File: config.mk
export PLATFORM = sky130hd
export DESIGN_NAME = alu_arbiter_flat
export DESIGN_NICKNAME = d
export VERILOG_FILES = /design/src/rtl/tiny16_alu_pkg.sv /design/src/rtl/alu_arbiter_if.sv /design/src/rtl/alu_arbiter_rr.sv /design/src/rtl/alu_arbiter.sv /design/src/flat_wrapper.sv
export SDC_FILE = /design/constraint.sdc
export NUM_CORES = 1
export LEC_CHECK = 0
export CAP_MARGIN = 10
export CORE_UTILIZATION = 45
export CTS_BUF_LIST = sky130_fd_sc_hd__clkbuf_2
export DETAILED_ROUTE_END_ITERATION = 10
export DONT_BUFFER_PORTS = 1
export GPL_TIMING_DRIVEN = 0
export HOLD_SLACK_MARGIN = 0.02
export PLACE_DENSITY_LB_ADDON = 0.3
export SETUP_SLACK_MARGIN = 0.2
export SYNTH_ARGS = -nofsm -noshare
export SYNTH_HDL_FRONTEND = slang
export SYNTH_SLANG_ARGS = --single-unit
File: constraint.sdc
create_clock -name clk -period 5.3 [get_ports clk]
set_clock_uncertainty 0.15 [all_clocks]
set_input_delay 0.53 -clock clk [delete_from_list [all_inputs] [get_ports clk]]
set_output_delay 0.53 -clock clk [all_outputs]
set_load 0.03 [all_outputs]
File: src/rtl/tiny16_alu_pkg.sv
// Shared definitions for the tiny16 ALU and its request arbiter.
//   - opcode constants for the nine legal ALU operations
//   - bit positions of the {O,C,N,Z} flag word
//   - arbiter state encoding
//   - op_rejected(): requests the arbiter answers itself, without the ALU
package tiny16_alu_pkg;

    localparam logic [3:0] OP_ADD = 4'd3;
    localparam logic [3:0] OP_SUB = 4'd4;
    localparam logic [3:0] OP_MUL = 4'd5;
    localparam logic [3:0] OP_DIV = 4'd6;
    localparam logic [3:0] OP_AND = 4'd7;
    localparam logic [3:0] OP_OR  = 4'd8;
    localparam logic [3:0] OP_XOR = 4'd9;
    localparam logic [3:0] OP_SHL = 4'd10;
    localparam logic [3:0] OP_SHR = 4'd11;

    localparam int unsigned FLG_O = 3;
    localparam int unsigned FLG_C = 2;
    localparam int unsigned FLG_N = 1;
    localparam int unsigned FLG_Z = 0;

    typedef enum logic [2:0] {
        ST_IDLE  = 3'd0,
        ST_ISSUE = 3'd1,
        ST_OUTEN = 3'd2,
        ST_CAPT  = 3'd3,
        ST_RESP  = 3'd4
    } arb_state_t;

    // Illegal opcodes and divide-by-zero never reach the ALU.
    function automatic logic op_rejected(input logic [3:0] op, input logic [15:0] src2);
        logic legal;
        case (op)
            OP_ADD, OP_SUB, OP_MUL, OP_DIV, OP_AND,
            OP_OR, OP_XOR, OP_SHL, OP_SHR: legal = 1'b1;
            default:                       legal = 1'b0;
        endcase
        return !legal || ((op == OP_DIV) && (src2 == '0));
    endfunction

endpackage

File: src/rtl/alu_arbiter_if.sv
// Request/response bundle between NREQ requesters and alu_arbiter.
//   req_valid/req_ready : per-requester handshake (req_ready one-hot)
//   req_opcode/req_ar/req_src1/req_src2 : packed per-requester fields,
//                         requester i at [4i+3:4i] / [i] / [16i+15:16i]
//   rsp_valid/rsp_ready : response handshake
//   rsp_id/rsp_result/rsp_flags/rsp_err : tagged response payload
// master = requester side, slave = arbiter side.
interface alu_arbiter_if #(
    parameter int unsigned NREQ = 4,
    parameter int unsigned IDW  = $clog2(NREQ)
);
    logic [NREQ-1:0]    req_valid;
    logic [NREQ-1:0]    req_ready;
    logic [4*NREQ-1:0]  req_opcode;
    logic [NREQ-1:0]    req_ar;
    logic [16*NREQ-1:0] req_src1;
    logic [16*NREQ-1:0] req_src2;

    logic               rsp_valid;
    logic               rsp_ready;
    logic [IDW-1:0]     rsp_id;
    logic [15:0]        rsp_result;
    logic [3:0]         rsp_flags;
    logic               rsp_err;

    modport master (
        output req_valid, req_opcode, req_ar, req_src1, req_src2, rsp_ready,
        input  req_ready, rsp_valid, rsp_id, rsp_result, rsp_flags, rsp_err
    );

    modport slave (
        input  req_valid, req_opcode, req_ar, req_src1, req_src2, rsp_ready,
        output req_ready, rsp_valid, rsp_id, rsp_result, rsp_flags, rsp_err
    );
endinterface

File: src/rtl/alu_arbiter_rr.sv
// rr_arbiter: combinational round-robin pick.
//   req       : request vector
//   last      : index granted most recently; search starts at last+1
//   grant     : one-hot grant (all zero when no request)
//   grant_idx : index of the granted requester
//   grant_any : at least one request present
module rr_arbiter #(
    parameter int unsigned NREQ = 4,
    parameter int unsigned IDW  = $clog2(NREQ)
) (
    input  logic [NREQ-1:0] req,
    input  logic [IDW-1:0]  last,
    output logic [NREQ-1:0] grant,
    output logic [IDW-1:0]  grant_idx,
    output logic            grant_any
);

    int unsigned    cand;
    logic [IDW-1:0] cand_idx;

    always_comb begin
        grant     = '0;
        grant_idx = '0;
        grant_any = 1'b0;
        cand      = 0;
        cand_idx  = '0;
        // k = NREQ lands back on 'last' itself, so it is considered last.
        for (int unsigned k = 1; k <= NREQ; k++) begin
            cand     = (32'(last) + k) % NREQ;
            cand_idx = IDW'(cand);
            if (!grant_any && req[cand_idx]) begin
                grant[cand_idx] = 1'b1;
                grant_idx       = cand_idx;
                grant_any       = 1'b1;
            end
        end
    end

endmodule

File: src/rtl/alu_arbiter.sv
// alu_arbiter: shares one tiny16 ALU among NREQ requesters.
//   clk, rst     : clock; synchronous active-high reset (also resets the ALU)
//   arb (slave)  : request/response bundle, see alu_arbiter_if
//   alu_opcode, alu_ar_flag, alu_src1, alu_src2, alu_out_en : to the ALU
//   alu_out, alu_flags : from the ALU
// Flow: IDLE (grant + register operands) -> ISSUE (ALU computes) ->
// OUTEN (ALU publishes out/flags) -> CAPT (capture) -> RESP (hold until
// accepted). Rejected requests jump from IDLE straight to RESP.
module alu_arbiter
    import tiny16_alu_pkg::*;
#(
    parameter int unsigned NREQ = 4,
    parameter int unsigned IDW  = $clog2(NREQ)
) (
    input  logic        clk,
    input  logic        rst,
    alu_arbiter_if.slave arb,
    output logic [3:0]  alu_opcode,
    output logic        alu_ar_flag,
    output logic [15:0] alu_src1,
    output logic [15:0] alu_src2,
    output logic        alu_out_en,
    input  logic [15:0] alu_out,
    input  logic [3:0]  alu_flags
);

    arb_state_t state_q, state_d;

    logic [IDW-1:0]  rr_last;
    logic [NREQ-1:0] grant;
    logic [IDW-1:0]  grant_idx;
    logic            grant_any;
    logic [NREQ-1:0] req_ready;

    logic [3:0]      sel_op;
    logic            sel_ar;
    logic [15:0]     sel_src1;
    logic [15:0]     sel_src2;
    logic            sel_reject;

    logic            rsp_valid_q;
    logic [IDW-1:0]  rsp_id_q;
    logic [15:0]     rsp_result_q;
    logic [3:0]      rsp_flags_q;
    logic            rsp_err_q;

    rr_arbiter #(
        .NREQ (NREQ),
        .IDW  (IDW)
    ) u_rr (
        .req       (arb.req_valid),
        .last      (rr_last),
        .grant     (grant),
        .grant_idx (grant_idx),
        .grant_any (grant_any)
    );

    always_ff @(posedge clk) begin
        if (rst) begin
            state_q <= ST_IDLE;
        end else begin
            state_q <= state_d;
        end
    end

    always_comb begin
        state_d    = state_q;
        req_ready  = '0;
        alu_out_en = 1'b0;
        sel_op     = '0;
        sel_ar     = 1'b0;
        sel_src1   = '0;
        sel_src2   = '0;

        for (int unsigned i = 0; i < NREQ; i++) begin
            if (grant[i]) begin
                sel_op   = arb.req_opcode[4*i +: 4];
                sel_ar   = arb.req_ar[i];
                sel_src1 = arb.req_src1[16*i +: 16];
                sel_src2 = arb.req_src2[16*i +: 16];
            end
        end
        sel_reject = op_rejected(sel_op, sel_src2);

        case (state_q)
            ST_IDLE: begin
                if (grant_any) begin
                    req_ready = grant;
                    state_d   = sel_reject ? ST_RESP : ST_ISSUE;
                end
            end
            ST_ISSUE: state_d = ST_OUTEN;
            ST_OUTEN: begin
                // Operands must stay put: the ALU derives overflow from
                // src1/src2 on the out_en edge.
                alu_out_en = 1'b1;
                state_d    = ST_CAPT;
            end
            ST_CAPT:  state_d = ST_RESP;
            ST_RESP: begin
                if (rsp_valid_q && arb.rsp_ready) begin
                    state_d = ST_IDLE;
                end
            end
            default:  state_d = ST_IDLE;
        endcase
    end

    // rr_last doubles as the id of the transaction in flight.
    always_ff @(posedge clk) begin
        if (rst) begin
            rr_last      <= IDW'(NREQ - 1);
            alu_opcode   <= '0;
            alu_ar_flag  <= 1'b0;
            alu_src1     <= '0;
            alu_src2     <= '0;
            rsp_valid_q  <= 1'b0;
            rsp_id_q     <= '0;
            rsp_result_q <= '0;
            rsp_flags_q  <= '0;
            rsp_err_q    <= 1'b0;
        end else begin
            case (state_q)
                ST_IDLE: begin
                    if (grant_any) begin
                        rr_last <= grant_idx;
                        if (sel_reject) begin
                            alu_opcode   <= '0;
                            alu_ar_flag  <= 1'b0;
                            alu_src1     <= '0;
                            alu_src2     <= '0;
                            rsp_valid_q  <= 1'b1;
                            rsp_id_q     <= grant_idx;
                            rsp_result_q <= '0;
                            rsp_flags_q  <= '0;
                            rsp_err_q    <= 1'b1;
                        end else begin
                            alu_opcode   <= sel_op;
                            alu_ar_flag  <= sel_ar;
                            alu_src1     <= sel_src1;
                            alu_src2     <= sel_src2;
                        end
                    end
                end
                ST_CAPT: begin
                    rsp_valid_q  <= 1'b1;
                    rsp_id_q     <= rr_last;
                    rsp_result_q <= alu_out;
                    rsp_flags_q  <= {alu_flags[FLG_O], alu_flags[FLG_C],
                                     alu_flags[FLG_N], alu_flags[FLG_Z]};
                    rsp_err_q    <= 1'b0;
                end
                ST_RESP: begin
                    if (rsp_valid_q && arb.rsp_ready) begin
                        rsp_valid_q <= 1'b0;
                    end
                end
                default: ;
            endcase
        end
    end

    assign arb.req_ready  = req_ready;
    assign arb.rsp_valid  = rsp_valid_q;
    assign arb.rsp_id     = rsp_id_q;
    assign arb.rsp_result = rsp_result_q;
    assign arb.rsp_flags  = rsp_flags_q;
    assign arb.rsp_err    = rsp_err_q;

endmodule

File: src/flat_wrapper.sv
// flat-port wrapper written by rule: the top's interface ports become plain ports
module alu_arbiter_flat import tiny16_alu_pkg::*;
#(
    parameter int unsigned NREQ = 4,
    parameter int unsigned IDW  = $clog2(NREQ)
)
  (clk, rst, alu_opcode, alu_ar_flag, alu_src1, alu_src2, alu_out_en, alu_out, alu_flags, arb_req_valid, arb_req_opcode, arb_req_ar, arb_req_src1, arb_req_src2, arb_rsp_ready, arb_req_ready, arb_rsp_valid, arb_rsp_id, arb_rsp_result, arb_rsp_flags, arb_rsp_err);
  alu_arbiter_if #(.NREQ(NREQ), .IDW(IDW)) arb_i ();
  input  logic clk;
  input  logic rst;
  output logic [3:0] alu_opcode;
  output logic alu_ar_flag;
  output logic [15:0] alu_src1;
  output logic [15:0] alu_src2;
  output logic alu_out_en;
  input  logic [15:0] alu_out;
  input  logic [3:0] alu_flags;
  input wire logic [$bits(arb_i.req_valid)-1:0] arb_req_valid;
  input wire logic [$bits(arb_i.req_opcode)-1:0] arb_req_opcode;
  input wire logic [$bits(arb_i.req_ar)-1:0] arb_req_ar;
  input wire logic [$bits(arb_i.req_src1)-1:0] arb_req_src1;
  input wire logic [$bits(arb_i.req_src2)-1:0] arb_req_src2;
  input wire logic [$bits(arb_i.rsp_ready)-1:0] arb_rsp_ready;
  output wire logic [$bits(arb_i.req_ready)-1:0] arb_req_ready;
  output wire logic [$bits(arb_i.rsp_valid)-1:0] arb_rsp_valid;
  output wire logic [$bits(arb_i.rsp_id)-1:0] arb_rsp_id;
  output wire logic [$bits(arb_i.rsp_result)-1:0] arb_rsp_result;
  output wire logic [$bits(arb_i.rsp_flags)-1:0] arb_rsp_flags;
  output wire logic [$bits(arb_i.rsp_err)-1:0] arb_rsp_err;
  assign arb_i.req_valid = arb_req_valid;
  assign arb_i.req_opcode = arb_req_opcode;
  assign arb_i.req_ar = arb_req_ar;
  assign arb_i.req_src1 = arb_req_src1;
  assign arb_i.req_src2 = arb_req_src2;
  assign arb_i.rsp_ready = arb_rsp_ready;
  assign arb_req_ready = arb_i.req_ready;
  assign arb_rsp_valid = arb_i.rsp_valid;
  assign arb_rsp_id = arb_i.rsp_id;
  assign arb_rsp_result = arb_i.rsp_result;
  assign arb_rsp_flags = arb_i.rsp_flags;
  assign arb_rsp_err = arb_i.rsp_err;
  alu_arbiter #(.NREQ(NREQ), .IDW(IDW)) u_core (.clk(clk), .rst(rst), .arb(arb_i), .alu_opcode(alu_opcode), .alu_ar_flag(alu_ar_flag), .alu_src1(alu_src1), .alu_src2(alu_src2), .alu_out_en(alu_out_en), .alu_out(alu_out), .alu_flags(alu_flags));
endmodule
======== After elaboration in Yosys (flattened, before gate mapping) ========
Memory sizes are Yosys's and may differ from the RTL's.
Index checks and enable logic that the tools add are counted.
cells by class
  bitwise logic cells ..................... 3
  magnitude comparators ................... 8
  add/sub/neg operators ................... 4
  mux-type cells .......................... 69
  reductions and logical operators ........ 22
  equality and inequality tests ........... 8
operators by type and width
  operator             count
  $mux 16              12
  $mux 4               13
  $pmux 16 s2          1
  $mux 1               21
  $logic_not 16->1     1
  $pmux 3 s5           1
  $lt 2x3->1 const B   4
  $mux 2               6
  $or 4x4->4           3
  $logic_and 1x1->1    9
  $mux 3               3
  $bmux 1 s2           4
  $demux 1 s2          4
  $ge 2x1->1 const B   4
  $pmux 4 s2           1
  $eq 3x2->1 const B   2
  $ne 2x1->1 const B   3
  $add 2x1->2 const B  2
  $add 2x2->2 const B  2
  $eq 4x3->1 const B   1
  $logic_not 1->1      4
  $pmux 2 s2           1
  $reduce_and 2->1     2
  $reduce_and 4->1     1
  other kinds (9)      9
word-level totals
  output and inout bits ................... 66
  ROM bits ................................ 16
  logic and storage cells ................. 126
  bits in registers ....................... 66
  input bits .............................. 175
  memories kept ........................... 1
memories
  memory           depth  bits a word  rd ports  clocked after memory_dff  wr ports  line                  text
  (no name shown)  16     1            1         0                         0         tiny16_alu_pkg.sv:34  case (op)

======== Depth between registers and ports, before layout ========
Gate-level depths: netlist of the first run.
  depth after elaboration ................. 23
  gate-level depth with buffers ........... 20
  mapped depth without buffers ............ 13

======== By module ========
From an unflattened synthesis of the first run, not the netlist that was laid out.
unflattened totals
  cells, all modules ...................... 549
  area, all modules ....................... 4186.5 um2
by module, submodules not included
  module       seq. area each (um2)  times used  area each (um2)  cells an instance
  alu_arbiter  1321.3                1           3661.0           481
  rr_arbiter   0.0                   1           525.5            68

======== Least setup slack after synthesis of the first run ========
No wires, ideal clock.
  kind .................................... register -> register
  start ................................... register u_core.rr_last[0]
  end ..................................... register u_core.rsp_id_q[0] (netlist: u_core.arb.rsp_id[0])
  slack ................................... 664 ps
  path buffers ............................ 5
  data arrival time ....................... 4351 ps
  data required time ...................... 5015 ps
  library setup time ...................... 135 ps
  stages on the path, launching flop included .. 19
  period minus slack after synthesis ...... 4636 ps
  cells stage by stage .................... dfxtp_1 buf_6 clkbuf_1 inv_1 ha_1 buf_2 mux4_2 nor4b_4 nand2_1 o21a_1 buf_4 and2_4 buf_6 a221oi_1 o21bai_1 a41oi_1 or4_1 a32oi_1 a211oi_1
between the ends
  word-level cells in the longest chain between the ends .. 22
  elaborated cells on any way between the ends .. 73
  those cells by class .................... add/sub: 4; order compare: 8; eq/ne: 3; mux: 39; bitwise: 3; reduce/logical: 15; memory: 1
RTL lines
  what                                                                 line                text
  start, declared                                                      alu_arbiter.sv:29   logic [IDW-1:0] rr_last;
  start signal, assigned                                               alu_arbiter.sv:112  rr_last <= IDW'(NREQ - 1);
  start signal, assigned                                               alu_arbiter.sv:126  rr_last <= grant_idx;
  parallel branches: the longest is 22 deep, another holds $lt 2x3->1  --
  end signal, assigned                                                 alu_arbiter.sv:133  rsp_id_q <= grant_idx;
  end signal, assigned                                                 alu_arbiter.sv:147  rsp_id_q <= rr_last;
  end, declared                                                        alu_arbiter.sv:42   logic [IDW-1:0] rsp_id_q;
Parallel ways; which one is timed is not known. The select of a mux whose other input is x is not followed.
A chain may end at the register's enable or synchronous reset.

======== Final worst setup path of the first run ========
  start ................................... register u_core.rr_last[0]
  end ..................................... register u_core.rsp_result_q[12] (netlist: u_core.arb.rsp_result[12])
between the ends
  word-level cells in the longest chain between the ends .. 22
  elaborated cells on any way between the ends .. 66
  those cells by class .................... add/sub: 4; order compare: 8; eq/ne: 3; mux: 32; bitwise: 3; reduce/logical: 15; memory: 1
RTL lines
  what                                                                 line                text
  parallel branches: the longest is 21 deep, another holds $lt 2x3->1  --
  $reduce_and 3->1 (no source line) (*)                                --
  end signal, assigned                                                 alu_arbiter.sv:148  rsp_result_q <= alu_out;
  end, declared                                                        alu_arbiter.sv:43   logic [15:0] rsp_result_q;
Mark *: on every way between the ends. The select of a mux whose other input is x is not followed.

==> results of run 1 <==
-- per-layer routing --
metal / up-vias / GRT usage / wire length (µm)
met5: - / 0 / 0
met4: 0 / 0.1503 / 585
met3: 43 / 0.07158 / 1343
met2: 277 / 0.5531 / 7725
met1: 2138 / 0.3556 / 6202
li1: 2070 / - / -
-- sequential cells by signal (all words and copies together) (netlist names), 2 cells and up --
| register | count |
|---|---|
| u_core.alu_src2 | 16 |
| u_core.arb.rsp_id | 2 |
| u_core.rr_last | 2 |
| u_core.arb.rsp_result | 16 |
| u_core.alu_src1 | 16 |
| u_core.arb.rsp_flags | 4 |
| u_core.alu_opcode | 4 |
| u_core.state_q | 3 |
-- per-stage QoR --
stage	area [µm²]	hold slack, ns	total power, mW	TNS, ns	utilization
floorplan	4155	0.4299	3.135	0	-
global placement	4290	0.4436	3.841	-14.97	0.4849
detailed placement	4290	0.4481	3.906	-17.05	0.4849
CTS	4772	0.02412	4.329	0	0.5393
global route	4947	0.04518	4.878	0	0.5591
finish	4947	0.02103	4.575	0	0.5591
-- final timing paths --
| path | from | to | slack [ns] | depth (start not counted) |
|---|---|---|---|---|
| min | arb_req_src2[63] | u_core.alu_src2[15] | 0.02 | 2 |
| max reg2reg | u_core.rr_last[0] | u_core.arb.rsp_result[12] | 0.32 | 19 |
| min reg2reg | u_core.alu_src1[2] | u_core.alu_src1[2] | 0.47 | 2 |
| max | u_core.rr_last[0] | u_core.arb.rsp_result[12] | 0.32 | 19 |
-- repair_timing --
action                                  CTS  global route
pin swaps                                 3             9
hold buffers                             29             1
hold endpoints to repair                 29             1
setup buffers                             2             8
endpoints found under the setup margin   67            66
resized for setup                        18            31
cloned                                    0             0
-- critical path: stages (launching register included) --
cell        delay [ns]
dfxtp_4           0.40
buf_6             0.15
buf_4             0.19
clkinvlp_4        0.12
ha_1              0.28
clkbuf_4          0.19
mux4_2            0.56
nor4b_4           0.38
buf_4             0.18
nand2_1           0.10
o21a_2            0.18
clkbuf_2          0.22
o21ai_0           0.21
a21oi_1           0.09
a211oi_1          0.26
nand4_1           0.22
o31ai_4           0.42
a211oi_2          0.18
clkbuf_4          0.23
a22o_1            0.21
-- layout make-up --
cell class	instances	area, µm²	share of cell area
Timing Repair Buffer	41	380.4	0.07688
Clock buffer	9	45.04	0.009105
Multi-Input combinational cell	402	2698	0.5453
Sequential cell	66	1329	0.2686
Tap cell	108	135.1	0.02731
Inverter	2	15.01	0.003035
Clock inverter	7	77.57	0.01568
Buffer	49	267.8	0.05412
-- kinds of logic after synthesis --
| group | synth area share |
|---|---|
| buffers and inverters | 0.05902 |
| DFF | 0.3180 |
| adders and majority gates | 0.02409 |
| xor gates and xnor gates | 0.002108 |
| muxes | 0.04005 |
| AOI/OAI and AO/OA | 0.3397 |
| and+or+nand+nor | 0.2171 |
-- where the power goes --
part           switching (mW)  internal, mW  total [mW]
combinational            2.14          1.30        3.44
clock                   0.220         0.113       0.332
sequential              0.204         0.600       0.804
-- layout by cell type, fill, tap and decap left out, types with 4 or more instances in the layout --
cell type / netlist / layout
a211oi_1: 22 / 18
a211oi_2: 1 / 4
a21oi_1: 68 / 65
a221oi_1: 20 / 19
a221oi_2: 5 / 5
a22o_1: 28 / 28
buf_2: 10 / 7
buf_4: 5 / 16
buf_6: 3 / 4
clkbuf_1: 29 / 19
clkbuf_2: 0 / 19
dfxtp_1: 66 / 64
dlygate4sd3_1: 0 / 30
ha_1: 8 / 8
mux2i_1: 4 / 4
mux4_2: 4 / 4
nand2_1: 46 / 46
nand2b_1: 7 / 7
nand3_1: 17 / 17
nor2_1: 40 / 39
nor2b_1: 5 / 5
nor3_1: 31 / 29
nor4_1: 4 / 4
o21ai_0: 20 / 18
o22ai_1: 5 / 5
or3_1: 18 / 18
==> impl_results.md, run 1 <==
- Initial Util: 0.4696
- Largest net degree at the start of global routing: 14
- Synth top cells by count: a21oi_1, dfxtp_1, nand2_1, nor2_1, nor3_1
- Post-synth EDFFs: 0
- Worst slack, placed: -0.4601 ns
- CP arrival: approximately 5.3 ns
- Required time worst endpoint: 5.66 ns
- Async S/R FF share, synth: 0
- DR vias: ~4500
- Port Buffers: 0
- Max VDD drop: around 0.48 mV
- Avg Cell Area, Syn: around 8.0 µm²
- GRT Util Overall: 0.3132
- Final #Nets: about 750
- Core Rows: 34
- Fin. Hold Viols: 0
- # setup viols final: 0
- Post-DR vias/cell: 6.620
- Max_cap viols: 0
- Failing checks: DRC
- WL/cell: 23.18 µm
- Core Area: ~8800 µm²
- Root buf cell: clkbuf_2
- I/O Pins: ~240
- H-tree lvl count: 3
- RSZ-0062 raised after global routing: false
- YS warnings: 0
- Placed cell count: between 600 and 700
- F_max: between 200 and 250 MHz
- Worst Slack Setup Final: 0.3245 ns
- Initial antenna violation count: 0
- Global-route wire length before repair: around 23000 µm
- Non-filler cells, final: approximately 680
- Min cycle time layout: approximately 5 ns
- WL final: 15860 µm
- PD cells: ~920 nW/µm²
- Antenna-violating nets left: 0
- Die Ht: 98.09 µm
- Vias in the first global route: approximately 4400
- Count leader, synth: a21oi_1
- DRC violations left: 23
- Ys flop type: dfxtp_1
- Die ar.: between 9000 and 10000 µm²
- Synth Instances: just over 500
- Worst hold path type: input port to flip-flop
- CP Max Fanout: 10
- CTS tree: built
- CTS buffer count: 9
- Unique cell type count in the Yosys netlist: 56
- Final Max Tran Viols: 0
- Status: complete, but fails checks
- Synth area leader: dfxtp_1
- DP HPWL: between 10000 and 15000 µm
- Critical path endpoint category: flip-flop
- Mapped Nets: roughly 700
- Mapped Area: approximately 4200 µm²
- Max-slew headroom at the worst pin: 0.2931
- Yosys reg bits: 66
- CTS max path bufs: 2
- Congestion Overflow GR: 0
- Clk slew on worst S/H paths: between 0.2 and 0.3 ns
- Die W: 98.09 µm
- N_diodes: 0
- Crit path kind: flip-flop to flip-flop
- Initial DRC Count: 317
- Fill cells: 854
- Final GP Congestion: between 0.8 and 0.9
- Leak Pwr: around 1.8 nW
- Clock latency on the worst-skew pair: between 0.5 and 0.6 ns
- Top cells by area, synth: dfxtp_1, a21oi_1, a22o_1
- Drt pass-1 iters: 10
- CP startpoint kind: flip-flop
- Slew @ Worst Pin: around 1.1 ns
- Share of cells above drive strength 1: 0.1753
- Synth top area share: 0.3180
- Period utilization: 0.9388
- Sequential-to-total area share from yosys stat: 0.3180
- Syn-to-layout area delta: 19.06%
- # clock sinks: 66
Power figures use the tool's default switching activity.
==> run 2: changes to the inputs <==
--- a/config.mk
+++ b/config.mk
@@ -5,7 +5,6 @@
 export SDC_FILE = /design/constraint.sdc
 export NUM_CORES = 1
 export LEC_CHECK = 0
-export CAP_MARGIN = 10
 export CORE_UTILIZATION = 45
 export CTS_BUF_LIST = sky130_fd_sc_hd__clkbuf_2
 export DETAILED_ROUTE_END_ITERATION = 10
==> constraint.sdc (replaced) <==
create_clock -name clk -period 5.3 [get_ports clk]
set_clock_uncertainty 0.15 [all_clocks]
set_input_delay 0.53 -clock clk [delete_from_list [all_inputs] [get_ports clk]]
set_output_delay 0.53 -clock clk [all_outputs]
set_load 0.1 [all_outputs]
==> impl_results.md, run 2 (same netlist as run 1, synthesis figures left out) <==
- Status: complete, but fails checks
- Failing checks: DRC
- Vias in the first global route: 4375 (-0.91%)
- Final Max Tran Viols: 0 (unchanged)
- WL final: 15820 µm (-0.21%)
- R2r endpoint: u_core.arb.rsp_id[0]
- Initial DRC Count: 289 (-8.8%)
- Core Util, Final: 0.5594 (about the same)
- CTS max path bufs: 2 (unchanged)
- Die ar.: 9622 µm² (unchanged)
- CTS buffer count: 9 (unchanged)
- GRT Util Overall: 0.3104 (-0.002771)
- Core Rows: 34 (unchanged)
- CP Max Fanout: 10 (unchanged)
- Period utilization: 0.9286 (-0.01018)
- I/O Pins: 241 (unchanged)
- Most common cell after layout, fill and taps aside: a21oi_1
- Share of cells above drive strength 1: 0.1858 (+0.01042)
- Worst slack, placed: -0.4482 ns (+0.01187 ns)
- Die W: 98.09 µm (unchanged)
- H-tree lvl count: 3 (unchanged)
- Port Buffers: 0 (unchanged)
- Placed cell count: 628 (+0.16%)
- Reg2reg path depth: 19 (unchanged)
- Congestion Overflow GR: 0 (unchanged)
- Root buf cell: clkbuf_2
- Crit path kind: flip-flop to output port
- Critical path endpoint category: output port
- DRC violations left: 19 (-17%)
- Hold Crit Start: arb_req_src2[51]
- Reg-to-reg startpoint: u_core.rr_last[0]
- Global-route wire length before repair: 23180 µm (+0.21%)
- Syn-to-layout area delta: 19.12% (about the same)
- Fill cells: 833 (-2.5%)
- # clock sinks: 66 (unchanged)
- FF-to-FF setup slack: 0.39 ns (+0.07 ns)
- Clk slew on worst S/H paths: 0.21 ns (-0.04 ns)
- Final #Nets: 754 (unchanged)
- Largest net degree at the start of global routing: 14 (unchanged)
- DR vias: 4530 (+0.044%)
- Max-slew headroom at the worst pin: 0.1099 (-0.1832)
- CP startpoint kind: flip-flop
- CTS tree: built
- Hold Slack: 0.05415 ns (+0.03311 ns)
- Antenna-violating nets left: 0 (unchanged)
- Die Ht: 98.09 µm (unchanged)
- F_max: 203.2 MHz (+1.1%)
- Worst Slack Setup Final: 0.3784 ns (+0.05396 ns)
- WL/cell: 23.13 µm (-0.21%)
- Worst hold path type: input port to flip-flop
- N_diodes: 0 (unchanged)
- Required time worst endpoint: 4.62 ns (-1.04 ns)
- Commonest non-fill, non-tap cells in the layout: a21oi_1, dfxtp_1, nand2_1
- Non-filler cells, final: 684 (unchanged)
- Hold Path Sink: u_core.alu_src2[3]
- Slew @ Worst Pin: 1.323 ns (+0.2649 ns)
- CP arrival: 4.24 ns (-1.10 ns)
- RSZ-0062 raised after global routing: false
- Core Area: 8848 µm² (unchanged)
- Initial Util: 0.4696 (unchanged)
- Min cycle time layout: 4.922 ns (-0.05396 ns)
- Hold path depth: 2 (unchanged)
- # setup viols final: 0 (unchanged)
- DP HPWL: 11480 µm (+1.1%)
- Fin. Hold Viols: 0 (unchanged)
- Max_cap viols: 0 (unchanged)
- Initial antenna violation count: 0 (unchanged)
- Post-DR vias/cell: 6.623 (about the same)
- Clock latency on the worst-skew pair: 0.50 ns (-0.05 ns)
- Drt pass-1 iters: 10 (unchanged)
- Final GP Congestion: 0.8564 (-2.2%)
==> run 2: cell count changes in the layout (fill, tap and decap cells not counted), moves of 2 or more <==
cell / previous run / this run
buf_4: 16 / 23
o21bai_2: 0 / 2
nor2_4: 1 / 3
clkbuf_2: 19 / 12
o21ai_2: 2 / 4
o21bai_1: 3 / 1
nor3_1: 29 / 31
nor2_1: 39 / 37
nor3_2: 2 / 0
o21ai_4: 2 / 0
dlygate4sd3_1: 30 / 26
==> run 2: worst max-delay path, stage by stage, from the launching register on <==
cell	delay [ns]
dfxtp_4	0.40
buf_6	0.15
buf_6	0.15
clkinvlp_4	0.13
ha_1	0.31
buf_4	0.16
mux4_2	0.56
nor4b_4	0.42
nand2_1	0.16
o21a_2	0.18
clkbuf_4	0.21
buf_4	0.20
buf_4	0.19
nor2_4	0.51
==> run 2: worst max-delay path by stage <==
stage,from,end,slack (ns),cells after the start
global route,u_core.rr_last[0],u_core.arb.rsp_id[0],0.20,20
finish,u_core.rr_last[0],arb_req_ready[2],0.38,13
floorplan,u_core.rr_last[0],arb_req_ready[3],0.43,12
global placement,u_core.rr_last[0],u_core.arb.rsp_result[11],-0.38,18
CTS,u_core.rr_last[0],u_core.arb.rsp_flags[0],0.16,18
detailed placement,u_core.rr_last[0],u_core.arb.rsp_flags[0],-0.45,18
==> run 2: area by class of cell <==
cell class	instances	area, µm²	area share
inverters	2	15.01	0.003033
well taps	108	135.1	0.02730
clock buffers	9	45.04	0.009100
clock inverters	7	76.32	0.01542
plain buffers	49	276.5	0.05586
multi-input cells	402	2676	0.5407
flip-flops and latches	66	1329	0.2685
repair buffers	41	396.6	0.08013
==> run 2: through the flow <==
step / area [µm²] / TNS, ns
2_1_floorplan: 4158 / 0
3_3_place_gp: 4293 / -13.70
3_5_place_dp: 4330 / -16.75
4_1_cts: 4778 / 0
5_1_grt: 4950 / 0
6_report: 4950 / 0
==> run 2: timing repair <==
item,4_1_cts,5_1_grt
gates resized for setup,21,32
hold endpoints to repair,26,0
hold buffers,26,0
buffers inserted,3,11
cloned,0,0
setup endpoints to repair,67,66
pin swaps,3,9
==> run 2: layer usage <==
layer	GRT usage	up-vias	part of all wire
li1	-	2067	-
met3	0.07087	38	0.10
met1	0.3552	2119	0.36
met2	0.5693	306	0.51
met4	0.09674	0	0.022
met5	0	-	0
Power of run 2 is left out: the tool's default activity adds up to more than one toggle a clock period on the data nets, which glitch-free logic cannot reach.
